File: src/rtl/regfile_2r1w_sb.sv
// Parametrised register file: one write port, two registered read ports with
// write-to-read bypass, synchronous bulk clear and a per-register busy scoreboard.
module regfile_2r1w_sb #(
  parameter int              WIDTH     = 16,
  parameter int              DEPTH     = 8,
  parameter int              AW        = 3,
  parameter logic [WIDTH-1:0] RESET_VAL = '0
) (
  input  logic             clk,
  input  logic             rst_n,
  input  logic             clear,
  input  logic             write,
  input  logic [AW-1:0]    writenum,
  input  logic [WIDTH-1:0] data_in,
  input  logic             reserve,
  input  logic [AW-1:0]    reservenum,
  input  logic             rd_en_a,
  input  logic [AW-1:0]    readnum_a,
  output logic [WIDTH-1:0] data_out_a,
  output logic             hazard_a,
  input  logic             rd_en_b,
  input  logic [AW-1:0]    readnum_b,
  output logic [WIDTH-1:0] data_out_b,
  output logic             hazard_b,
  output logic [DEPTH-1:0] busy
);

  // Widened depth so a select can be range-checked even when DEPTH is not a power of two.
  localparam logic [AW:0] DEPTH_W = DEPTH[AW:0];

  logic [WIDTH-1:0] r_mem [DEPTH];
  logic [DEPTH-1:0] r_busy;
  logic [WIDTH-1:0] r_data_a;
  logic [WIDTH-1:0] r_data_b;
  logic             r_haz_a;
  logic             r_haz_b;

  logic w_wr_ok;
  logic w_rs_ok;
  logic w_rd_ok_a;
  logic w_rd_ok_b;
  logic w_byp_a;
  logic w_byp_b;

  always_comb begin
    w_wr_ok   = write && !clear && ({1'b0, writenum} < DEPTH_W);
    w_rs_ok   = reserve && !clear && ({1'b0, reservenum} < DEPTH_W);
    w_rd_ok_a = ({1'b0, readnum_a} < DEPTH_W);
    w_rd_ok_b = ({1'b0, readnum_b} < DEPTH_W);
    w_byp_a   = write && !clear && (writenum == readnum_a);
    w_byp_b   = write && !clear && (writenum == readnum_b);
  end

  // Storage and scoreboard. Reserve is applied after write so a same-edge
  // reserve of the written register leaves it busy.
  always_ff @(posedge clk or negedge rst_n) begin
    if (!rst_n) begin
      for (int i = 0; i < DEPTH; i++) r_mem[i] <= RESET_VAL;
      r_busy <= '0;
    end else if (clear) begin
      for (int i = 0; i < DEPTH; i++) r_mem[i] <= RESET_VAL;
      r_busy <= '0;
    end else begin
      if (w_wr_ok) begin
        r_mem[writenum]  <= data_in;
        r_busy[writenum] <= 1'b0;
      end
      if (w_rs_ok) r_busy[reservenum] <= 1'b1;
    end
  end

  // Read port A. Clear suppresses bypass, so reads see pre-clear contents.
  always_ff @(posedge clk or negedge rst_n) begin
    if (!rst_n) begin
      r_data_a <= '0;
      r_haz_a  <= 1'b0;
    end else if (rd_en_a) begin
      if (!w_rd_ok_a) begin
        r_data_a <= '0;
        r_haz_a  <= 1'b0;
      end else if (w_byp_a) begin
        r_data_a <= data_in;
        r_haz_a  <= 1'b0;
      end else begin
        r_data_a <= r_mem[readnum_a];
        r_haz_a  <= r_busy[readnum_a];
      end
    end else begin
      r_haz_a <= 1'b0;
    end
  end

  // Read port B, identical to port A.
  always_ff @(posedge clk or negedge rst_n) begin
    if (!rst_n) begin
      r_data_b <= '0;
      r_haz_b  <= 1'b0;
    end else if (rd_en_b) begin
      if (!w_rd_ok_b) begin
        r_data_b <= '0;
        r_haz_b  <= 1'b0;
      end else if (w_byp_b) begin
        r_data_b <= data_in;
        r_haz_b  <= 1'b0;
      end else begin
        r_data_b <= r_mem[readnum_b];
        r_haz_b  <= r_busy[readnum_b];
      end
    end else begin
      r_haz_b <= 1'b0;
    end
  end

  assign data_out_a = r_data_a;
  assign hazard_a   = r_haz_a;
  assign data_out_b = r_data_b;
  assign hazard_b   = r_haz_b;
  assign busy       = r_busy;

endmodule

File: config.mk
export PLATFORM = sky130hd
export DESIGN_NAME = regfile_2r1w_sb
export DESIGN_NICKNAME = d
export VERILOG_FILES = /design/src/rtl/regfile_2r1w_sb.sv
export SDC_FILE = /design/constraint.sdc
export NUM_CORES = 1
export LEC_CHECK = 0
export CORE_UTILIZATION = 27
export DETAILED_ROUTE_END_ITERATION = 6
export PLACE_DENSITY = 0.56
export SLEW_MARGIN = 20
export SYNTH_ARGS = -nofsm -noshare
export SYNTH_HDL_FRONTEND = slang
export SYNTH_SLANG_ARGS = --single-unit
File: constraint.sdc
create_clock -name clk -period 1.96 [get_ports clk]
set_clock_uncertainty 0.1 [all_clocks]
set_input_delay 0.294 -clock clk [delete_from_list [all_inputs] [get_ports clk]]
set_output_delay 0.294 -clock clk [all_outputs]
set_load 0.02 [all_outputs]
Yosys cells after proc, flatten, opt, wreduce, memory -nomap -nowiden:

Cells that the tools add are included.

* flip-flop bits (word level): 170
* output and inout port bits: 42

* magnitude comparators: 10
* equality and inequality tests: 2
* muxes and demuxes: 29
* bitwise logic cells: 6
* reductions and logical operators: 9

Operators with widths (count)
* 2-to-1 mux 128 bit: 2
* bitwise mux 128 bit: 1
* 2-to-1 mux 16 bit: 7
* binary-select mux 16 bit (select 3 bit): 2
* demux 16 bit (select 3 bit): 1
* 2-to-1 mux 8 bit: 4
* < comparator 3 x 4 -> 1 bit, second input constant: 4
* >= comparator 4 bit, second input constant: 3
* inverter 3 -> 4 bit: 3
* AND 8 bit: 1
* 2-to-1 mux 1 bit: 8
* inverter 8 bit: 1
* bitwise OR 8 bit: 1
* logical AND 1 bit: 7
* binary-select mux 1 bit (select 3 bit): 2
* demux 1 bit (select 3 bit): 2
* == test 3 bit: 2
* >= comparator 3 x 1 -> 1 bit, second input constant: 2
* < comparator 4 x 1 -> 1 bit, second input constant: 1
* nonzero test 2 bit: 1
* zero test 1 bit: 1

Depth between registers and ports, before layout:

Gate-level depths: netlist of run 1.

* word-level depth: 11
* depth in mapped cells: 6

Least setup slack after synthesis of run 1:

No wires, ideal clock.

* kind: input port to flip-flop
* from: input port readnum_a[2]
* to: register r_data_a[0] (netlist: data_out_a[0])
* data arrival time: 1.632 ns
* data required time: 1.734 ns
* path slack: 0.102 ns
* stages: 5
* buffers on the path: 2
* cell sequence: buf_2 > clkbuf_1 > mux4_2 > mux2_2 > a221o_1

* longest elaborated chain between the ends: 5

RTL lines
* start, declared: RTL line 18 `input logic [AW-1:0] readnum_a,`
* inverter 3 -> 4 bit (implied by the code): RTL line 85 `r_data_a <= r_mem[readnum_a];`
* binary-select mux 16 bit (select 3 bit): RTL line 85
* 2-to-1 mux 16 bit (implied by the code) (2 in series): RTL line 85
* 2-to-1 mux 16 bit *: RTL line 81 `end else if (w_byp_a) begin`
* end signal, assigned: RTL line 82 `r_data_a <= data_in;`
* end signal, assigned: RTL line 85
* end, declared: RTL line 33 `logic [WIDTH-1:0] r_data_a;`

Mark *: on every way between the ends. The rest lies on a longest branch, timed or not. The select of a mux whose other input is x is not followed.
A chain may end at the register's enable or synchronous reset.

Worst setup path after layout of run 1:

* from: register r_busy[6] (netlist: busy[6])
* to: output port busy[6]

RTL lines
* start, declared: RTL line 32 `logic [DEPTH-1:0] r_busy;`
* start signal, assigned: RTL line 59 `r_busy <= '0;`
* start signal, assigned: RTL line 62 `r_busy <= '0;`
* start signal, assigned by index: RTL line 66 `r_busy[writenum] <= 1'b0;`
* end, declared: RTL line 25 `output logic [DEPTH-1:0] busy`

No word-level cell between the ends.

==> out/summary.txt, run 1 <==
==========================================================================================
Finished Cell Area                                                             11100 sq um
DRC violations left                                                                      0
Global-route wire length before repair                                            43500 um
Post-route clock period utilization                                                  96.1%
Post-synth top area share                                                            49.6%
Leakage Power                                                                      4.93 nW
Initial Util                                                                         27.8%
Number of enable-type register cells in the synthesized netlist                          0
Number of synthesis warnings                                                             0
Mapped Cells                                                                           599
Maximum clock rate                                                                 531 MHz
Area grow syn2layout                                                                 29.0%
Global-route usage over all layers                                                   18.0%
Post-placement cell area                                                       10400 sq um
Transition time at the pin with the least slew margin                             0.491 ns
Mapped cell area                                                                8580 sq um
Clock edge transition at the registers on the reported setup and hold paths        0.07 ns
Simple-gate share of the synthesized area                                            4.08%
Worst endpoint required time                                                       1.57 ns
Count of different cell masters after synthesis                                         34
Buffers & Inverters on Critical Path                                                     1
Number of buffers inserted by port buffering                                            76
Avg WL per Cell                                                                    24.9 um
Via count of the first global-routing pass                                            6624
Final hold violation count                                                               0
Unrepaired setup endpoints after global routing                                         no
Worst-case setup margin in the final layout                                      0.0769 ns
Clock buffers created by TritonCTS                                                      17
Largest net degree at the start of global routing                                       53
Post-DRT Antenna Nets                                                                    0
Setup CP Type                                                                   reg -> out
Post-synthesis sequential element count                                                170
Post-synthesis mux area share                                                        22.6%
Worst min-delay path category                                                  in -> async
Synthesized area per cell                                                       14.3 sq um
Largest vdd supply drop                                                         0.000568 V
Total wire length                                                                 28200 um
TritonCTS clock tree                                                                 built
Sequential element share of the synthesized area                                     49.6%
Dpl hpwl                                                                          20000 um
Number of primary I/O pins                                                              77
Cell Rows                                                                               64
Post-layout total power                                                          0.00843 W
Kind of capture point of the worst setup path                                 primary output
Synth area leader                                                             sky130_fd_sc_hd__dfrtp_1
Via count normalized by instance count                                                5.59
Root Driver                                                                   sky130_fd_sc_hd__clkbuf_16
Largest stage delay on the critical path                                           0.64 ns
Initial antenna violation count                                                          0
Die area                                                                       32500 sq um
Final Critical Period                                                              1.88 ns
Total power divided by cell area                                               761 nW/um^2
Number of violations of the max-capacitance limit                                        0
Width of the die                                                                    180 um
Top post-synthesis cells by area                                              sky130_fd_sc_hd__dfrtp_1 (50%), sky130_fd_sc_hd__mux4_2 (14%), sky130_fd_sc_hd__a22o_1 (13%), sky130_fd_sc_hd__mux4_1 (4.0%), sky130_fd_sc_hd__mux2i_1 (2.4%)
Number of detailed-route iterations in the first pass                                    5
CP arrival                                                                         1.49 ns
Share of the synthesized netlist area taken by xor and xnor gates                   0.612%
Startpoint type of the worst setup path                                           register
Clk sinks                                                                              170
Max-slew headroom                                                                    67.2%
Compound-gate portion of the synthesized area                                        18.4%
Routability Congestion                                                               0.800
Number of diodes added for antenna fixing                                                0
Area of the core region                                                        30900 sq um
Worst setup slack before clock tree synthesis                                    -0.312 ns
Cell breakdown of the critical path                                           clkdlybuf4s50_1
Die Y                                                                               180 um
Via count                                                                             6329
Result of the run                                                             complete, no violations
Worst-Skew Late Latency                                                            0.43 ns
Number of DRC violations after detailed-routing iteration 0                            505
Largest fanout of any net on the critical path                                           4
Mapped Nets                                                                            634
Share of final-layout standard cells stronger than drive strength 1                  29.9%
Asr flop ratio synth                                                                  100%
Main combinational cell family by area after synthesis                        multiplexers
Cell family with the largest share of critical-path delay                     buffers and inverters
Synthesized-area fraction occupied by adder cells                                       0%
Clock tree buffer depth                                                                  2
Number of pins with negative max-slew slack in the final report                          0
Most common flop cell mapped by yosys                                         sky130_fd_sc_hd__dfrtp_1
Nets                                                                                   759
H-tree depth                                                                             4
CP max-delay cell                                                             sky130_fd_sc_hd__clkdlybuf4s50_1
Final count of negative-setup-slack endpoints                                            0
Remaining Overflow, GRT                                                                  0
==========================================================================================
routing by layer:
layer	share of wire, %	GRT usage, %	wire (um)
met4	2.4	5.61	668
met5	0	0	0
met3	5.8	3.62	1650
met1	45	25.3	12800
met2	46	27.8	13100
logic make-up (layout without fill, tap and decap cells):
logic type	count (synthesis)	in the layout
buffers and inverters	82	220
AO/OA/AOI/OAI	178	178
flip-flops	170	170
AND/OR/NAND/NOR	61	61
XOR/XNOR	6	6
multiplexers	102	102
registers in the layout, indices dropped and copies added, names as in the netlist:
name and count:
busy 8, data_out_a 16, data_out_b 16, hazard_a 1
hazard_b 1, r_mem 128
path summary, 6_finish.rpt:
kind                        startpoint             end  slack, ns  depth (start not counted)
min in group clk           data_in[11]  data_out_a[11]       0.40                          3
max in group asynchronous        rst_n         busy[4]       0.89                          3
max reg2reg                  r_mem[94]  data_out_a[14]       0.22                          3
max                            busy[6]         busy[6]       0.08                          1
min reg2reg                 r_mem[101]      r_mem[101]       0.42                          1
min                              rst_n       r_mem[69]       0.25                          2
area by class of cell:
| class | count | area (sq um) |
|---|---|---|
| well taps | 396 | 495 |
| clock inverters | 14 | 173 |
| fillers | 2945 | 19800 |
| flip-flops and latches | 170 | 4250 |
| inverters | 13 | 48.8 |
| clock buffers | 18 | 439 |
| multi-input cells | 347 | 3980 |
| repair buffers | 175 | 1680 |
placed cells by master (no fill, tap or decap), types with 3 or more instances in the layout:
cell type,instances
sky130_fd_sc_hd__clkdlybuf4s50_1,71
sky130_fd_sc_hd__clkinv_2,3
sky130_fd_sc_hd__xor2_1,6
sky130_fd_sc_hd__clkbuf_16,17
sky130_fd_sc_hd__mux4_2,55
sky130_fd_sc_hd__a221o_1,13
sky130_fd_sc_hd__inv_1,13
sky130_fd_sc_hd__nor2_2,3
sky130_fd_sc_hd__clkinv_4,3
sky130_fd_sc_hd__buf_4,83
sky130_fd_sc_hd__dfrtp_1,170
sky130_fd_sc_hd__clkinvlp_4,4
sky130_fd_sc_hd__nand2b_1,3
sky130_fd_sc_hd__mux2i_1,21
sky130_fd_sc_hd__nor2_1,24
sky130_fd_sc_hd__nor2b_1,18
sky130_fd_sc_hd__mux2_2,13
sky130_fd_sc_hd__a31oi_2,4
sky130_fd_sc_hd__nand3b_1,3
sky130_fd_sc_hd__a221oi_2,3
sky130_fd_sc_hd__a221oi_1,16
sky130_fd_sc_hd__mux4_1,13
sky130_fd_sc_hd__a22o_1,132
sky130_fd_sc_hd__buf_12,15
sky130_fd_sc_hd__a32o_1,4
sky130_fd_sc_hd__bufinv_16,3
sky130_fd_sc_hd__buf_2,4
synth_stat cells, types with 16 or more instances:
| cell | count |
|---|---|
| sky130_fd_sc_hd__a221oi_1 | 16 |
| sky130_fd_sc_hd__a22o_1 | 132 |
| sky130_fd_sc_hd__buf_1 | 18 |
| sky130_fd_sc_hd__buf_2 | 33 |
| sky130_fd_sc_hd__dfrtp_1 | 170 |
| sky130_fd_sc_hd__mux2i_1 | 21 |
| sky130_fd_sc_hd__mux4_2 | 55 |
| sky130_fd_sc_hd__nor2_1 | 24 |
| sky130_fd_sc_hd__nor2b_1 | 18 |
what timing repair did:
| action | in CTS | in global routing |
|---|---|---|
| endpoints found under the setup margin | 0 | 0 |
| hold endpoints to repair | 35 | 0 |
| buffers inserted | 0 | 0 |
| hold buffers | 1 | 0 |
| gates resized for setup | 0 | 0 |
power by group:
| part | internal (W) | switching (W) | total [W] |
|---|---|---|---|
| Combinational | 0.000535 | 0.000649 | 0.00118 |
| Sequential | 0.00362 | 0.0000837 | 0.00370 |
| Clock | 0.00205 | 0.00149 | 0.00354 |
| Total | 0.00620 | 0.00223 | 0.00843 |
through the flow:
| step | util, % | setup TNS [ns] | std cells | hold WS (ns) |
|---|---|---|---|---|
| finish | 35.8 | 0 | 1133 | 0.253 |
| global route | 35.8 | 0 | 1133 | 0.286 |
| CTS | 35.8 | 0 | 1133 | 0.259 |
| detailed placement | 33.8 | -39.22 | 1100 | 0.138 |
| global placement | 33.8 | -37.18 | 1100 | 0.138 |
| floorplan | - | 0 | 599 | -0.102 |
No activity file was read; power rests on OpenSTA's default activity.
==> run 2: changes to the inputs <==
--- a/config.mk
+++ b/config.mk
@@ -7,7 +7,8 @@
 export LEC_CHECK = 0
 export CORE_UTILIZATION = 27
 export DETAILED_ROUTE_END_ITERATION = 6
-export PLACE_DENSITY = 0.56
+export DONT_BUFFER_PORTS = 1
+export PLACE_DENSITY = 0.52
 export SLEW_MARGIN = 20
 export SYNTH_ARGS = -nofsm -noshare
 export SYNTH_HDL_FRONTEND = slang
==> constraint.sdc (replaced) <==
create_clock -name clk -period 1.96 [get_ports clk]
set_clock_uncertainty 0.1 [all_clocks]
set_input_delay 0.294 -clock clk [delete_from_list [all_inputs] [get_ports clk]]
set_output_delay 0.294 -clock clk [all_outputs]
set_load 0.05 [all_outputs]
==> out/summary.txt, run 2 (synthesized netlist as in run 1, its figures left out) <==
==========================================================================================
Result of the run                                                             complete, but fails checks
Failing checks                                                                negative hold slack
H-tree depth                                                                             4   unchanged
Number of filler instances in the final layout                                        3048   +3.5%
Post-route clock period utilization                                                  90.7%   -5.4 points
Multi-input combinational cell area                                             3980 sq um   about the same
Global-route usage over all layers                                                   18.3%   +0.35 points
Kind of capture point of the worst setup path                                     register
Transition time at the pin with the least slew margin                              1.12 ns   +0.628 ns
Initial Util                                                                         27.8%   unchanged
Number of violations of the max-capacitance limit                                        0   unchanged
Unrepaired setup endpoints after global routing                                         no
Number of flip-flops under the largest register name                                   128   unchanged
Startpoint of the most critical register-to-register path                        r_mem[78]
Most common cell after layout, fill and taps aside                            sky130_fd_sc_hd__dfrtp_1
Root Driver                                                                   sky130_fd_sc_hd__clkbuf_16
Clock buffers created by TritonCTS                                                      17   unchanged
CP max-delay cell                                                             sky130_fd_sc_hd__dlygate4sd3_1
Cells resized by post-CTS repair                                                         0   unchanged
Clk sinks                                                                              170   unchanged
Number of diodes added for antenna fixing                                                0   unchanged
Nets                                                                                   671   -12%
Width of the die                                                                    180 um   unchanged
Post-layout total power                                                          0.00821 W   -2.6%
Clock tree buffer depth                                                                  2   unchanged
Avg WL per Cell                                                                    28.0 um   +12%
Die Y                                                                               180 um   unchanged
Die area                                                                       32500 sq um   unchanged
R2r setup slk                                                                      0.21 ns   about the same
Hold slack final                                                                 -0.536 ns   -0.789 ns
Footprint of the flip-flops and latches                                         4250 sq um   unchanged
Total wire length                                                                 29300 um   +3.6%
Via count of the first global-routing pass                                            6699   +1.1%
Number of pins with negative max-slew slack in the final report                          0   unchanged
Area of the core region                                                        30900 sq um   unchanged
Dpl hpwl                                                                          17900 um   -10%
Area grow syn2layout                                                                 17.8%
Depth of the worst register-to-register path                                             3   unchanged
Cell breakdown of the critical path                                           dlygate4sd3_1 > nor2_1 > a221oi_1
Max-slew headroom                                                                    25.2%   -42 points
Largest net degree at the start of global routing                                      171   +220%
Largest fanout of any net on the critical path                                          15   +11
Post-placement cell area                                                        9260 sq um   -11%
Routability Congestion                                                               0.785   -2.0%
Final hold violation count                                                             170   +170
Remaining Overflow, GRT                                                                  0   unchanged
Maximum clock rate                                                                 562 MHz   +5.9%
Setup TNS                                                                             0 ns   unchanged
CP arrival                                                                         1.99 ns   +0.50 ns
Stages on the worst setup path                                                           3   +2
Final Critical Period                                                              1.78 ns   -0.105 ns
Number of detailed-route iterations in the first pass                                    5   unchanged
Number of buffers inserted by port buffering                                             0   -100%
Leakage Power                                                                      4.52 nW   -8.3%
Largest stage delay on the critical path                                           1.28 ns   +0.64 ns
Number of DRC violations after detailed-routing iteration 0                            623   +23%
RR Endpoint                                                                   data_out_a[14]
Setup CP Type                                                                    in -> reg
Final count of negative-setup-slack endpoints                                            0   unchanged
Largest register by flop count                                                       r_mem
Startpoint type of the worst setup path                                       primary input
Via count normalized by instance count                                                5.88   +5.3%
Most used cells in the layout excluding fill and tap cells                    sky130_fd_sc_hd__dfrtp_1 (170), sky130_fd_sc_hd__a22o_1 (132), sky130_fd_sc_hd__buf_4 (65)
Clock edge transition at the registers on the reported setup and hold paths        0.07 ns   about the same
Total power divided by cell area                                               812 nW/um^2   +6.6%
Largest vdd supply drop                                                         0.000663 V   +17%
Number of primary I/O pins                                                              77   unchanged
Number of buffers inserted for hold repair after clock tree synthesis                   22   +21
Cell family with the largest share of critical-path delay                     buffers and inverters
Worst endpoint required time                                                       2.17 ns   +0.60 ns
Initial antenna violation count                                                          0   unchanged
Via count                                                                             6149   -2.8%
Worst-Skew Late Latency                                                            0.43 ns   about the same
Post-DRT Antenna Nets                                                                    0   unchanged
TritonCTS clock tree                                                                 built
Finished Cell Area                                                             10100 sq um   -8.6%
DRC violations left                                                                      0   unchanged
Cell Rows                                                                               64   unchanged
Worst min-delay path category                                                  in -> async
Buffers & Inverters on Critical Path                                                     1   unchanged
Share of final-layout standard cells stronger than drive strength 1                  27.9%   -2.0 points
Post-CTS setup repair buffer count                                                       0   unchanged
Global-route wire length before repair                                            43800 um   +0.73%
==========================================================================================
## run 2: cell types whose count changed in the layout (fill, tap and decap cells not counted), moves of 2 or more
cell	before	now
sky130_fd_sc_hd__clkinv_2	3	0
sky130_fd_sc_hd__buf_12	15	0
sky130_fd_sc_hd__buf_4	83	65
sky130_fd_sc_hd__buf_2	4	0
sky130_fd_sc_hd__dlygate4sd3_1	1	22
sky130_fd_sc_hd__clkdlybuf4s50_1	71	0
sky130_fd_sc_hd__inv_6	0	2
## run 2: layout make-up
class	instances	share of cell area [%]
clock inverters	14	1.86
well taps	396	4.90
clock buffers	18	4.34
flip-flops and latches	170	42.1
multi-input cells	347	39.3
inverters	13	0.483
repair buffers	87	7.00
## run 2: layer usage
layer | wire [um] | up-vias | GRT usage (%)
met5 | 0 | - | 0
met2 | 13500 | 341 | 27.9
met3 | 2700 | 52 | 6.37
met4 | 703 | 0 | 6.46
li1 | - | 2483 | -
met1 | 12300 | 3273 | 24.2
## run 2: through the flow
step / util, % / hold WS (ns) / std cells / setup slack [ns]
floorplan: - / -0.102 / 599 / 0.102
global placement: 30.0 / -0.0907 / 991 / 0.187
detailed placement: 30.0 / -0.0922 / 991 / 0.201
CTS: 32.7 / -0.556 / 1045 / 0.213
global route: 32.7 / -0.561 / 1045 / 0.159
finish: 32.7 / -0.536 / 1045 / 0.182
## run 2: where the power goes
part,internal (W),switching [W]
Combinational,0.000340,0.000456
Clock,0.00207,0.00155
Sequential,0.00361,0.000174
## run 2: worst max path at each step
stage,startpoint,end,slack [ns]
2_1_floorplan,readnum_a[2],data_out_a[0],0.10
3_3_place_gp,writenum[2],data_out_a[9],0.19
3_5_place_dp,writenum[2],data_out_a[9],0.20
4_1_cts,r_mem[78],data_out_a[14],0.21
5_1_grt,rd_en_b,data_out_b[1],0.16
6_report,rd_en_b,data_out_b[4],0.18
